File: src/rtl/frame_sync_pkg.sv
// Frame geometry, FAS pattern and aligner state encodings shared by the demap path
// (frame_sync, crc_calc, mapper).
package frame_sync_pkg;

    localparam int          NUM_ROWS          = 4;
    localparam int          LAST_COL          = 1040;
    localparam int          PAYLOAD_FIRST_COL = 16;
    localparam int          PAYLOAD_LAST_COL  = 1039;
    localparam int          FAS_LEN           = 6;
    localparam logic [47:0] FAS_PATTERN       = 48'hF6F6F6282828;

    typedef enum logic [1:0] {
        HUNT    = 2'd0,
        PRESYNC = 2'd1,
        SYNC    = 2'd2
    } sync_state_e;

    typedef struct packed {
        logic [1:0]  row;
        logic [10:0] col;
    } frame_pos_t;

    // Advance one byte: column wraps after LAST_COL, row wraps after the last row.
    function automatic frame_pos_t next_pos(input frame_pos_t p);
        frame_pos_t n;
        n = p;
        if (p.col == 11'(LAST_COL)) begin
            n.col = 11'd0;
            n.row = (p.row == 2'(NUM_ROWS - 1)) ? 2'd0 : p.row + 2'd1;
        end else begin
            n.col = p.col + 11'd1;
        end
        return n;
    endfunction

endpackage

File: src/rtl/frame_sync_fas_detector.sv
// Sliding FAS detector: keeps the last five valid bytes and flags a hit when the
// current byte completes the 6-byte alignment word.
module frame_sync_fas_detector
    import frame_sync_pkg::*;
(
    input  logic       i_clk,
    input  logic       i_rst,
    input  logic [7:0] i_data,
    input  logic       i_data_valid,
    output logic       o_fas_hit
);

    localparam int SR_W = (FAS_LEN - 1) * 8;

    logic [SR_W-1:0] sr_q, sr_d;

    always_comb begin
        sr_d = sr_q;
        if (i_data_valid) sr_d = {sr_q[SR_W-9:0], i_data};
    end

    always_ff @(posedge i_clk) begin
        if (i_rst) sr_q <= '0;
        else       sr_q <= sr_d;
    end

    assign o_fas_hit = i_data_valid && ({sr_q, i_data} == FAS_PATTERN);

endmodule

File: src/rtl/frame_sync.sv
// Frame aligner: hunts the FAS, confirms it over SYNC_FRAMES frames, then emits whole
// frames with row/column position and FAS flag one cycle after the input byte.
module frame_sync
    import frame_sync_pkg::*;
#(
    parameter int SYNC_FRAMES = 2,
    parameter int LOSS_FRAMES = 4
) (
    input  logic        i_clk,
    input  logic        i_rst,
    input  logic [7:0]  i_data,
    input  logic        i_data_valid,
    output logic [7:0]  o_frame_data,
    output logic        o_frame_data_valid,
    output logic        o_frame_data_fas,
    output logic [1:0]  o_row_cnt,
    output logic [10:0] o_col_cnt,
    output logic        o_locked,
    output logic        o_lof
);

    localparam logic [2:0] SYNC_N = 3'(SYNC_FRAMES);
    localparam logic [2:0] LOSS_N = 3'(LOSS_FRAMES);

    sync_state_e state_q, state_d;
    frame_pos_t  pos_q, pos_d, opos_q, opos_d;
    logic [2:0]  match_q, match_d, miss_q, miss_d;
    logic        out_en_q, out_en_d;
    logic [7:0]  data_q, data_d;
    logic        vld_q, vld_d, fas_q, fas_d, lof_q, lof_d, locked_q, locked_d;
    logic        fas_hit, at_chk, at_start;
    logic [2:0]  match_inc, miss_inc;

    frame_sync_fas_detector u_fas (
        .i_clk        (i_clk),
        .i_rst        (i_rst),
        .i_data       (i_data),
        .i_data_valid (i_data_valid),
        .o_fas_hit    (fas_hit)
    );

    assign at_start  = (pos_q.row == 2'd0) && (pos_q.col == 11'd0);
    assign at_chk    = i_data_valid && (pos_q.row == 2'd0) && (pos_q.col == 11'(FAS_LEN - 1));
    assign match_inc = match_q + 3'd1;
    assign miss_inc  = miss_q + 3'd1;

    always_comb begin
        state_d  = state_q;
        pos_d    = pos_q;
        match_d  = match_q;
        miss_d   = miss_q;
        out_en_d = out_en_q;
        lof_d    = 1'b0;
        data_d   = data_q;
        opos_d   = opos_q;
        fas_d    = fas_q;
        vld_d    = 1'b0;
        if (i_data_valid) begin
            case (state_q)
                HUNT: begin
                    if (fas_hit) begin
                        // The hit byte sits at row0 col5, so the next byte is col6.
                        pos_d.row = 2'd0;
                        pos_d.col = 11'(FAS_LEN);
                        match_d   = 3'd1;
                        if (SYNC_N == 3'd1) begin
                            state_d = SYNC;
                            miss_d  = 3'd0;
                        end else begin
                            state_d = PRESYNC;
                        end
                    end
                end
                PRESYNC: begin
                    pos_d = next_pos(pos_q);
                    if (at_chk) begin
                        if (fas_hit) begin
                            match_d = match_inc;
                            if (match_inc == SYNC_N) begin
                                state_d = SYNC;
                                miss_d  = 3'd0;
                            end
                        end else begin
                            state_d = HUNT;
                            match_d = 3'd0;
                        end
                    end
                end
                SYNC: begin
                    pos_d = next_pos(pos_q);
                    if (at_start) out_en_d = 1'b1;
                    if (at_chk) begin
                        if (fas_hit) begin
                            miss_d = 3'd0;
                        end else begin
                            miss_d = miss_inc;
                            if (miss_inc == LOSS_N) begin
                                state_d  = HUNT;
                                match_d  = 3'd0;
                                lof_d    = 1'b1;
                                out_en_d = 1'b0;
                            end
                        end
                    end
                end
                default: state_d = HUNT;
            endcase
            data_d = i_data;
            opos_d = pos_q;
            fas_d  = (pos_q.row == 2'd0) && (pos_q.col <= 11'(FAS_LEN - 1));
            // Still emits the byte that triggers loss; first emitted byte is row0 col0.
            vld_d  = out_en_q || (state_q == SYNC && at_start);
        end
        locked_d = (state_d == SYNC);
    end

    always_ff @(posedge i_clk) begin
        if (i_rst) begin
            state_q  <= HUNT;
            pos_q    <= '0;
            match_q  <= '0;
            miss_q   <= '0;
            out_en_q <= 1'b0;
            lof_q    <= 1'b0;
            locked_q <= 1'b0;
            data_q   <= '0;
            opos_q   <= '0;
            fas_q    <= 1'b0;
            vld_q    <= 1'b0;
        end else begin
            state_q  <= state_d;
            pos_q    <= pos_d;
            match_q  <= match_d;
            miss_q   <= miss_d;
            out_en_q <= out_en_d;
            lof_q    <= lof_d;
            locked_q <= locked_d;
            data_q   <= data_d;
            opos_q   <= opos_d;
            fas_q    <= fas_d;
            vld_q    <= vld_d;
        end
    end

    assign o_frame_data       = data_q;
    assign o_frame_data_valid = vld_q;
    assign o_frame_data_fas   = fas_q;
    assign o_row_cnt          = opos_q.row;
    assign o_col_cnt          = opos_q.col;
    assign o_locked           = locked_q;
    assign o_lof              = lof_q;

endmodule

File: config.mk
export PLATFORM = sky130hd
export DESIGN_NAME = frame_sync
export DESIGN_NICKNAME = d
export VERILOG_FILES = /design/src/rtl/frame_sync_pkg.sv /design/src/rtl/frame_sync_fas_detector.sv /design/src/rtl/frame_sync.sv
export SDC_FILE = /design/constraint.sdc
export NUM_CORES = 1
export LEC_CHECK = 0
export ABC_AREA = 1
export CORE_ASPECT_RATIO = 0.8
export CORE_MARGIN = 2
export CORE_UTILIZATION = 40
export CTS_BUF_LIST = sky130_fd_sc_hd__clkbuf_8
export DETAILED_ROUTE_END_ITERATION = 16
export GPL_ROUTABILITY_DRIVEN = 0
export REMOVE_ABC_BUFFERS = 1
export SLEW_MARGIN = 30
export SYNTH_ARGS = -nofsm -noshare
export SYNTH_HDL_FRONTEND = slang
export SYNTH_SLANG_ARGS = --single-unit
export TNS_END_PERCENT = 5
File: constraint.sdc
create_clock -name i_clk -period 2.7 [get_ports i_clk]
set_clock_uncertainty 0.2 [all_clocks]
set_input_delay 0.405 -clock i_clk [delete_from_list [all_inputs] [get_ports i_clk]]
set_output_delay 0.405 -clock i_clk [all_outputs]
set_load 0.05 [all_outputs]
==> impl_metrics.json <==
{
  "status": "complete, no violations",
  "cts_buffer_depth": 2,
  "endpoint": "pos_q[3]$_SDFFE_PP0P_",
  "place_inst": 670,
  "internal_power_w": 0.002005,
  "tritoncts": "done",
  "synth_top_area_frac": 0.4177,
  "grt_pass1_wl_um": 14850,
  "power_frac_comb": 0.098,
  "rsz0062_at_grt": "false",
  "synth_area_mm2": 0.003786,
  "grt_overflow": 0,
  "clock_sinks": 79,
  "fp.dieW_um": 112.8,
  "max_clock_freq_mhz": 453.1,
  "endpoint_kind": "flip-flop",
  "peakVddDrop_mv": 0.3390,
  "cts_resized": 0,
  "yosys_register_bits": 79,
  "p_switching_w": 0.0006435,
  "detail_route.wl_per_cell_um": 12.75,
  "cts_buffers": 9,
  "io_pins": 36,
  "initial_utilization": 0.4154,
  "cp-start-kind": "flip-flop",
  "grt_pass1_vias": 3114,
  "reg2reg_slack_ps": 490,
  "critPathBufInv": 4,
  "netlist_instances": 542,
  "drt_first_pass_iters": 5,
  "hold_path_class": "primary input to flip-flop",
  "sw_frac_of_total": 0.2430,
  "diodes": 0,
  "hold_viol_final": 0,
  "ys_seq_area_frac": 0.4177,
  "cp.arrival_ps": 2250,
  "cp_max_fo": 10,
  "drt_iter0_drc": 181,
  "final_nets": 591,
  "fin_area_mm2": 0.004457,
  "yosys.area.top_type": "dfxtp_1",
  "track_usage": 0.1768,
  "ys_types": 36,
  "fin_crit_sh": 0.8174,
  "detailroute.via_count": 3394,
  "cp_slowest_stage_delay_ps": 450,
  "crit_start": "state_q[0]$_SDFF_PP0_",
  "slew_violations": 0,
  "wl_um": 8733,
  "cts_setup_buffers": 0,
  "fill_cells": 907,
  "hold_buffers": 0,
  "dieArea_mm2": 0.01026,
  "drv_cap": 0,
  "fin_crit_ps": 2207,
  "area_growth_pct": 17.71,
  "setup_viol": 0,
  "avgSynthCellArea_um2": 6.985,
  "hold_slack_ps": 235.8,
  "port_buffers": 35,
  "cts_root_buf": "clkbuf_8",
  "min_path_cells": 3,
  "slew_headroom": 0.6341,
  "fp.coreArea_mm2": 0.009115,
  "rows": 31,
  "power_leakage_nw": 1.886,
  "drive_gt1_frac": 0.05965,
  "routed_via_density": 4.955,
  "crit_chain": "inv_1 -> ha_1 -> inv_1 -> nand2_1 -> nand3_2 -> buf_4 -> clkinv_4 -> nand2_1 -> xor2_1 -> nor2_1",
  "dp_hpwl_um": 6025,
  "cp_top_family": "buffers and inverters",
  "cp_slowest_cell": "dfxtp_1",
  "worst_pin_slew_ps": 548.3,
  "final_cells": 685,
  "ys_warn_count": 0,
  "powerDensity_mw_per_mm2": 594.2,
  "timing.rr.start": "state_q[0]$_SDFF_PP0_",
  "cp_num_cells": 10,
  "htreeDepth": 3,
  "placed_area_mm2": 0.004199,
  "p_seq_frac": 0.472,
  "critical_path_class": "flip-flop to flip-flop",
  "pwr-share-clk": 0.431,
  "crit_required_ps": 2740,
  "antenna_found_initial": 0,
  "drc": 0,
  "grt_max_degree": 62,
  "ant_nets": 0,
  "dieHeight_um": 91.02,
  "clkLatencyLatePin_ps": 350,
  "timing.rr.end": "pos_q[3]$_SDFFE_PP0P_",
  "synth_area_leaders": "dfxtp_1 (42%), nor2_1 (9.2%), nand2_1 (8.0%)",
  "reg2regPathDepth": 10,
  "clk_pin_slew_ps": 80,
  "fin_setup_tns_ps": 0
}
cell usage in the layout, fill, tap and decap left out, drive strengths merged, types with 9 or more instances in the layout:
cell / n
nor2: 95
nand2: 82
dfxtp: 79
inv: 65
o21ai: 62
a21oi: 51
clkdlybuf4s50: 34
nand3: 26
ha: 14
buf: 10
clkbuf: 9
per-stage QoR:
| stage | power, W | worst slack [ps] | util |
|---|---|---|---|
| CTS | 0.002680 | 500.8 | 0.4890 |
| floorplan | 0.001422 | 265.1 | - |
| detailed placement | 0.001535 | 252.5 | 0.4607 |
| finish | 0.002648 | 493.1 | 0.4890 |
| global route | 0.002753 | 342.8 | 0.4890 |
| global placement | 0.001531 | 277.1 | 0.4607 |
final cells by class:
cell class	count	area [um^2]	area share
clock inverters	6	133.9	0.03004
clock buffers	9	123.9	0.02779
well taps	115	143.9	0.03229
inverters	66	252.7	0.05671
repair buffers	44	425.4	0.09545
flip-flops and latches	79	1582	0.3549
multi-input cells	366	1795	0.4029
power by group through the flow:
| stage | Clock, W | Combinational (W) | Sequential [W] |
|---|---|---|---|
| 2_1_floorplan | 0 | 0.0000905 | 0.00133 |
| 3_3_place_gp | 0 | 0.000256 | 0.00128 |
| 3_5_place_dp | 0 | 0.000259 | 0.00128 |
| 4_1_cts | 0.00117 | 0.000260 | 0.00125 |
| 5_1_grt | 0.00121 | 0.000284 | 0.00126 |
| 6_report | 0.00114 | 0.000258 | 0.00125 |
worst register-to-register path: cells and delay by family, from the launching register on:
kind,cells,cell delay [ps]
xor+xnor,1,140
fa+ha+maj,1,360
buf+inv,4,640
flops,1,450
simple gates,4,330
worst min path at each step:
stage	end	start
after detailed placement	u_fas.sr_q[30]$_SDFFE_PP0P_	u_fas.sr_q[22]$_SDFFE_PP0P_
after floorplan	o_frame_data_valid$_SDFF_PP0_	out_en_q$_SDFFE_PP0P_
after global placement	out_en_q$_SDFFE_PP0P_	out_en_q$_SDFFE_PP0P_
after global routing	u_fas.sr_q[21]$_SDFFE_PP0P_	i_data_valid
final	u_fas.sr_q[21]$_SDFFE_PP0P_	i_data_valid
after CTS	u_fas.sr_q[21]$_SDFFE_PP0P_	i_data_valid
per-layer routing:
| layer | share of wire | vias to the layer above | GRT usage |
|---|---|---|---|
| li1 | - | 1780 | - |
| met2 | 0.41 | 100 | 0.2555 |
| met1 | 0.52 | 1510 | 0.2609 |
| met3 | 0.056 | 4 | 0.03872 |
| met4 | 0.0065 | 0 | 0.05488 |
| met5 | 0 | - | 0 |
synthesized netlist by cell type:
master and number:
nor3_1 7, or2_1 1, nor3_2 1, inv_2 1
nor3b_1 1, a22oi_1 1, xor2_1 6, o31ai_1 1
buf_4 8, a21boi_0 1, buf_2 2, o21a_1 1
clkbuf_1 19, buf_6 1, and2_1 1, nand2_1 81
a31oi_1 2, o21ai_1 4, buf_1 1, nand4_1 8
clkinv_4 1, nand3_2 1, a211oi_1 1, dfxtp_1 79
ha_1 14, inv_1 64, o21ai_0 58, nor2_4 1
nor2_1 93, or2_2 2, nand2_2 1, nor4_1 1
a21oi_1 51, nor2_2 1, nand3_1 25, and3_1 1
flip-flops by register name, summed over array words and instances (netlist names), 2 cells and up:
signal and flops:
u_fas.sr_q 40, pos_q 13, o_col_cnt 11, match_q 3, miss_q 3, o_row_cnt 2
state_q 2
cells by family after synthesis:
group	after synthesis	share of synthesized area
flip-flops	79	0.4177
AND/OR/NAND/NOR	226	0.2515
buffers and inverters	97	0.1081
adder cells (fa/ha/maj)	14	0.04627
XOR/XNOR	6	0.01388
AO/OA/AOI/OAI	120	0.1626
Power figures use the tool's default switching activity.
